## config.mk

```make
export PLATFORM = sky130hd
export DESIGN_NAME = vector_fetch
export DESIGN_NICKNAME = d
export VERILOG_FILES = /design/src/rtl/vector_fetch.sv
export SDC_FILE = /design/constraint.sdc
export NUM_CORES = 1
export LEC_CHECK = 0
export BUFFER_PORTS_ARGS = -buffer_cell sky130_fd_sc_hd__buf_2
export CORE_ASPECT_RATIO = 1.5
export CORE_MARGIN = 1.5
export CORE_UTILIZATION = 45
export DETAILED_ROUTE_END_ITERATION = 8
export PLACE_DENSITY = 0.76
export SYNTH_ARGS = -nofsm -noshare
export SYNTH_HDL_FRONTEND = slang
export SYNTH_SLANG_ARGS = --single-unit
```

## constraint.sdc

```tcl
create_clock -name clk -period 2.7 [get_ports clk]
set_input_delay 0.675 -clock clk [delete_from_list [all_inputs] [get_ports clk]]
set_output_delay 0.675 -clock clk [all_outputs]
set_load 0.005 [all_outputs]
```

## src/rtl/vector_fetch.sv

```systemverilog
// Pops a vector address, issues a BURST_LEN read burst, and writes each beat (optionally byte-swapped) to the vector FIFO one cycle after arrival.
// Holds the request until acked; only starts with BURST_LEN words free. Optional watchdog: `define VECTOR_FETCH_TIMEOUT_EN.
module vector_fetch #(
  parameter int BURST_LEN       = 8,
  parameter int VCTR_FIFO_DEPTH = 1024,
  parameter int TIMEOUT_CYCLES  = 4096
) (
  input  logic        clk,
  input  logic        reset,
  input  logic        run_program,
  input  logic        vector_byte_swap,
  input  logic        addr_fifo_empty,
  output logic        addr_fifo_rd,
  input  logic [31:0] addr_fifo_dout,
  output logic        master_rd,
  output logic [31:0] master_addr,
  output logic [8:0]  master_len,
  input  logic        master_rd_ack,
  input  logic [31:0] master_data_in,
  input  logic        master_data_in_val,
  input  logic [15:0] words_in_vctr_fifo,
  output logic        vctr_fifo_wr,
  output logic [31:0] vctr_fifo_din,
  output logic        fetch_busy,
  output logic        fetch_done,
  output logic [31:0] bursts_fetched,
  output logic        timeout_err
);

  typedef enum logic [2:0] {IDLE, POP, LATCH, REQ, DATA} state_t;
  localparam int BCW = $clog2(BURST_LEN) + 1;

  state_t         state, state_nxt;
  logic [BCW-1:0] beat_cnt;
  logic           ack_vld, beat_vld, last_beat, space_ok, timeout_hit;
  logic [16:0]    occ_need;

  assign ack_vld   = (state == REQ) && master_rd_ack;
  assign beat_vld  = (state == DATA) && master_data_in_val;
  assign last_beat = beat_vld && (beat_cnt == BCW'(BURST_LEN - 1));

  // The write still in flight is counted so the check sees post-write occupancy.
  assign occ_need = {1'b0, words_in_vctr_fifo} + {16'd0, vctr_fifo_wr} + 17'(BURST_LEN);
  assign space_ok = (occ_need <= 17'(VCTR_FIFO_DEPTH));

  assign addr_fifo_rd = (state == POP);
  assign master_rd    = (state == REQ);
  assign fetch_busy   = (state != IDLE);
  assign master_len   = 9'(BURST_LEN);

`ifdef VECTOR_FETCH_TIMEOUT_EN
  localparam int TCW = $clog2(TIMEOUT_CYCLES + 1);
  logic [TCW-1:0] wd_cnt;
  logic           wd_run, err_q;

  // Any ack or beat counts as progress and restarts the watchdog.
  assign wd_run      = ((state == REQ) || (state == DATA)) && !ack_vld && !beat_vld;
  assign timeout_hit = wd_run && (wd_cnt == TCW'(TIMEOUT_CYCLES - 1));

  always_ff @(posedge clk or negedge reset) begin
    if (!reset) begin
      wd_cnt <= '0;
      err_q  <= 1'b0;
    end else begin
      if (wd_run && !timeout_hit) wd_cnt <= wd_cnt + 1'b1;
      else                        wd_cnt <= '0;
      if (timeout_hit) err_q <= 1'b1;
    end
  end

  assign timeout_err = err_q;
`else
  assign timeout_hit = 1'b0;
  assign timeout_err = 1'b0;
`endif

  always_ff @(posedge clk or negedge reset) begin
    if (!reset) state <= IDLE;
    else        state <= state_nxt;
  end

  always_comb begin
    state_nxt = state;
    case (state)
      IDLE:    if (run_program && !addr_fifo_empty && space_ok && !timeout_err) state_nxt = POP;
      POP:     state_nxt = LATCH;
      LATCH:   state_nxt = REQ;
      REQ:     if (ack_vld) state_nxt = DATA;
      DATA:    if (last_beat) state_nxt = IDLE;
      default: state_nxt = IDLE;
    endcase
    if (timeout_hit) state_nxt = IDLE;
  end

  always_ff @(posedge clk or negedge reset) begin
    if (!reset) begin
      master_addr    <= '0;
      beat_cnt       <= '0;
      vctr_fifo_wr   <= 1'b0;
      vctr_fifo_din  <= '0;
      fetch_done     <= 1'b0;
      bursts_fetched <= '0;
    end else begin
      vctr_fifo_wr <= beat_vld;
      fetch_done   <= last_beat;
      if (state == LATCH) master_addr <= addr_fifo_dout;
      if (state != DATA)  beat_cnt <= '0;
      else if (beat_vld)  beat_cnt <= beat_cnt + 1'b1;
      if (beat_vld) begin
        vctr_fifo_din <= vector_byte_swap
          ? {master_data_in[7:0], master_data_in[15:8], master_data_in[23:16], master_data_in[31:24]}
          : master_data_in;
      end
      if (last_beat) bursts_fetched <= bursts_fetched + 32'd1;
    end
  end

endmodule
```

# Yosys cells after proc, flatten, opt, wreduce, memory -nomap -nowiden
# Cells that the tools add are included.
# op_classes
addsub,4
n_lt_le_gt_ge,1
eq_ne,9
n_mux,7
n_reduce_logical,10
# ops
cell,count
32-bit by 1-bit adder with 32-bit output (second input constant),1
32-bit two-way mux,1
16-bit by 1-bit adder with 17-bit output,1
17-bit by 4-bit adder with 17-bit output (second input constant),1
17-bit by 11-bit less-or-equal comparator with 1-bit output (second input constant),1
3-bit case mux with 5 select lines,1
3-bit two-way mux,3
4-bit two-way mux,2
3-bit by 2-bit == test with 1-bit output (second input constant),2
1-bit logical AND,5
4-bit by 1-bit adder with 4-bit output (second input constant),1
4-bit by 3-bit == test with 1-bit output (second input constant),1
2-bit != test (second input constant),2
3-bit by 1-bit == test with 1-bit output (second input constant),1
3-bit == test (second input constant),1
3-bit logical NOT,1
3-bit != test (second input constant),1
3-bit AND reduction,1
3-bit nonzero test,1
2-bit by 1-bit != test with 1-bit output (second input constant),1
2-bit nonzero test,1
1-bit logical NOT,1
# totals
ff_bits,105
in_bits,87
out_inout_bits,111
word_cells,38

# Logic depth before layout (Yosys ltp)
# depth
ltp_word,6
ltp_mapped,7
ltp_nobuf,7

# Least setup slack after synthesis
# OpenSTA, ideal clock, no wires.
# synth_path
path_type,in2reg
start,in words_in_vctr_fifo[0]
end,reg state[0]
setup_time_ns,0.120
arrival_ns,1.800
required_time_ns,2.580
slack_ns,0.780
stages,7
path_buffers,0
cell_sequence,ha_1 -> ha_1 -> a21oi_1 -> nand2b_1 -> mux2i_1 -> a21oi_1 -> a31o_2
# synth_via
elab_chain_cells,6
# synth_lines
element,line,text
from (decl),21,"input logic [15:0] words_in_vctr_fifo,"
16-bit by 1-bit adder with 17-bit output,43,"assign occ_need = {1'b0, words_in_vctr_fifo} + {16'd0, vctr_fifo_wr} + 17'(BURST_LEN);"
17-bit by 4-bit adder with 17-bit output,43,
17-bit by 11-bit less-or-equal comparator with 1-bit output,44,assign space_ok = (occ_need <= 17'(VCTR_FIFO_DEPTH));
1-bit logical AND,85,IDLE: if (run_program && !addr_fifo_empty && space_ok && !timeout_err) state_nxt = POP;
2-bit != test (no line),-,
3-bit AND reduction (no line),-,
to (signal assigned),79,else state <= state_nxt;
to (decl),33,"state_t state, state_nxt;"
# No other way between the ends.
# A chain may end at the register's enable or synchronous reset.

# Final worst setup path
# layout_path
start,reg state[2]
end,out fetch_busy
# layout_via
elab_chain_cells,1
# layout_lines
element,line,text
3-bit nonzero test,48,assign fetch_busy = (state != IDLE);
to (decl),24,"output logic fetch_busy,"
# No other way between the ends.

==> load_flow_metrics.sql <==
INSERT INTO impl_metrics (metric_group, metric, value, unit) VALUES
('timing', 'layout_min_cycle_time', '2.04', 'ns'),
('routing', 'detailroute.via_count', '3783', ''),
('min_path', 'hold_class', 'input pin to asynchronous set/reset pin', ''),
('logic_synthesis', 'ys_seq_elements', '105', ''),
('clocking', 'cts_htree_levels', '3', ''),
('die', 'horiz_die_dim', '87.0', 'um'),
('critical_path', 'critical_path.startpoint_type', 'flip-flop', ''),
('grt', 'grt_antenna_before_repair', '0', ''),
('grt', 'met1_usage_in_global_routing', '20.7', '%'),
('power', 'pwr-share-comb', '31.3', '%'),
('routing', 'antenna_violating_nets_post_route', '0', ''),
('routing', 'detail_route.first_pass.iterations', '5', ''),
('grt', 'busiest_layer_in_global_routing', 'met2', ''),
('clocking', 'ctsResizeCount', '0', ''),
('critical_path', 'critical_path_arrival', '1.36', 'ns'),
('logic_synthesis', 'synth_top_area_share', '55.1', '%'),
('routing', 'via_per_inst', '5.03', ''),
('logic_synthesis', 'synth.top_cells.by_count', 'dfrtp_1 (105), nor2_1 (49), a21oi_1 (35), mux2i_1 (35), mux2_2 (33)', ''),
('power', 'power.switching', '1610', 'uW'),
('power', 'power.clock.fraction', '23.8', '%'),
('clocking', 'cts_tree', 'done', ''),
('logic_synthesis', 'synth_warnings', '0', ''),
('grt', 'grt_util_all_layers', '19.6', '%'),
('placement', 'io_buffers', '187', ''),
('timing', 'report.final.setup_viol', '0', ''),
('timing', 'slew_headroom', '56.7', '%'),
('status', 'outcome', 'finished clean', ''),
('die', 'io_pins', '198', ''),
('clocking', 'number_of_cts_inserted_buffers', '9', ''),
('clocking', 'clock_sink_count', '105', ''),
('routing', 'post-route-drc-count', '0', ''),
('layout', 'layout-area-overhead-vs-synth', '28.9', '%'),
('grt', 'grtUsageMet2', '36.3', '%'),
('timing', 'total_count_of_hold_check_failures_in_the_final_report', '0', ''),
('power', 'power.internal', '3740', 'uW'),
('grt', 'grt_start_max_net_pins', '52', ''),
('placement', 'dp_hpwl', '8.45', 'mm'),
('logic_synthesis', 'synthDominantAreaCellType', 'dfrtp_1', ''),
('grt', 'grt_pass1_vias', '3741', ''),
('timing', 'timing.setup.tns', '0', 'ns'),
('routing', 'post_drt_wl_per_cell', '14.5', 'um'),
('power', 'ir_worst_vdd', '0.551', 'mV'),
('die', 'die_h', '129', 'um'),
('logic_synthesis', 'prevailing_post_synth_register_cell', 'dfrtp_1', ''),
('clocking', 'bufs_on_longest_clock_path', '2', ''),
('grt', 'grt_util_met3', '3.69', '%'),
('logic_synthesis', 'yosys.cell_count.top_type', 'dfrtp_1', ''),
('layout', 'diodes', '0', ''),
('timing', 'whs', '0.361', 'ns'),
('routing', 'route.final.wire_length', '10.9', 'mm'),
('die', 'core_area', '10200', 'um^2'),
('die', 'floorplan.initialDensity', '46.8', '%'),
('grt', 'grt_overflow', '0', ''),
('placement', 'place.gp.congestion', '0.886', ''),
('power', 'total_power_divided_by_cell_area', '871', 'nW/um^2'),
('layout', 'layout-drive-gt1-share', '41.4', '%'),
('layout', 'finalNetCount', '697', ''),
('clocking', 'clock_transition_at_path_regs', '0.07', 'ns'),
('routing', 'detailedRoute.firstIterationViolations', '124', ''),
('logic_synthesis', 'postSynth.asyncResetShare', '100', '%'),
('timing', 'rsz0062_at_grt', 'false', ''),
('critical_path', 'worst_setup_path_end_kind', 'output pin', ''),
('die', 'floorplan.die_area', '11200', 'um^2'),
('logic_synthesis', 'synthCells', '416', ''),
('die', 'floorplan.rows', '45', ''),
('timing', 'finalCritPeriodShare', '75.5', '%'),
('layout', 'nFillCells', '858', ''),
('critical_path', 'worst-endpoint-required', '2.03', 'ns'),
('power', 'swShare', '30.2', '%'),
('timing', 'finalWorstSetupSlack', '0.662', 'ns'),
('timing', 'max_clock_freq', '491', 'MHz');
==> cell usage in the layout (no fill, tap or decap), types with 2 or more instances in the layout <==
cell and count:
buf_2 186, dfrtp_1 105, nor2_1 48, mux2i_1 35, a21oi_1 35, mux2_2 33, nand2_1 21, xor2_1 18
xnor2_1 17, inv_1 13, nor3_1 12, nand3_1 10, conb_1 10, clkbuf_16 9, buf_4 9, nor4_1 8
nand4_1 6, ha_1 4, clkinv_2 4, nand2b_1 2, or3_1 2, nor4_4 2, a31oi_1 2, o22ai_1 2
==> cells by family after synthesis <==
family,Yosys count,share of synthesized area [%]
compound gates,42,4.67
fa+ha+maj,4,1.05
flops,105,55.1
simple gates,121,13.4
buf+inv,39,4.02
other cells,2,0.158
mux,68,15.2
xor+xnor,35,6.43
==> power by group through the flow <==
stage / Combinational (uW) / Clock, uW / Sequential [uW]
final: 1670 / 1270 / 2400
after global routing: 1860 / 1350 / 2460
after CTS: 1700 / 1300 / 2410
after detailed placement: 1710 / 0 / 2420
after global placement: 1650 / 0 / 2400
after floorplan: 897 / 0 / 2420
==> registers in the layout, summed over array words and instances, names as in the netlist <==
signal / cells
vctr_fifo_wr: 1
master_addr: 32
beat_cnt: 4
fetch_done: 1
state: 3
vctr_fifo_din: 32
bursts_fetched: 32
==> final cells by class <==
cell class              instances  area [um^2]  area share, %
clock buffers                  10          229           3.73
clock inverters                 6         58.8          0.958
inverters                      14         52.6          0.856
multi-input cells             280         1980           32.2
flip-flops and latches        105         2630           42.8
well taps                     141          176           2.87
repair buffers                196         1020           16.6
==> per-stage QoR <==
step	cells	util, %	cell area (um^2)	total power, uW
finish	752	60.3	6140	5350
floorplan	424	-	4790	3320
global route	752	60.3	6140	5670
CTS	752	60.3	6140	5410
detailed placement	736	57.4	5850	4130
global placement	736	57.4	5850	4050
==> worst max-delay path, cell delays in order, from the launching register on <==
cell and delay, ns:
dfrtp_1 0.47, or3_1 0.42, buf_2 0.14
==> worst paths after layout <==
path                       slack (ns)  cells after the start                            from                        endpoint
max                              0.66                      2            state[2]$_DFFE_PN0P_                      fetch_busy
min                              0.36                      1                           reset   bursts_fetched[1]$_DFFE_PN0P_
max reg2reg                      0.72                      5   bursts_fetched[3]$_DFFE_PN0P_  bursts_fetched[26]$_DFFE_PN0P_
min reg2reg                      0.48                      1  bursts_fetched[31]$_DFFE_PN0P_  bursts_fetched[31]$_DFFE_PN0P_
max in group asynchronous        1.68                      2                           reset      master_addr[5]$_DFFE_PN0P_
min in group clk                 0.48                      1  bursts_fetched[31]$_DFFE_PN0P_  bursts_fetched[31]$_DFFE_PN0P_
==> layer usage <==
metal / routed length (um) / share of wire, %
met1: 4040 / 37
met2: 6050 / 56
met3: 487 / 4.5
met4: 319 / 2.9
met5: 0 / 0
No activity file was read; power rests on OpenSTA's default activity.
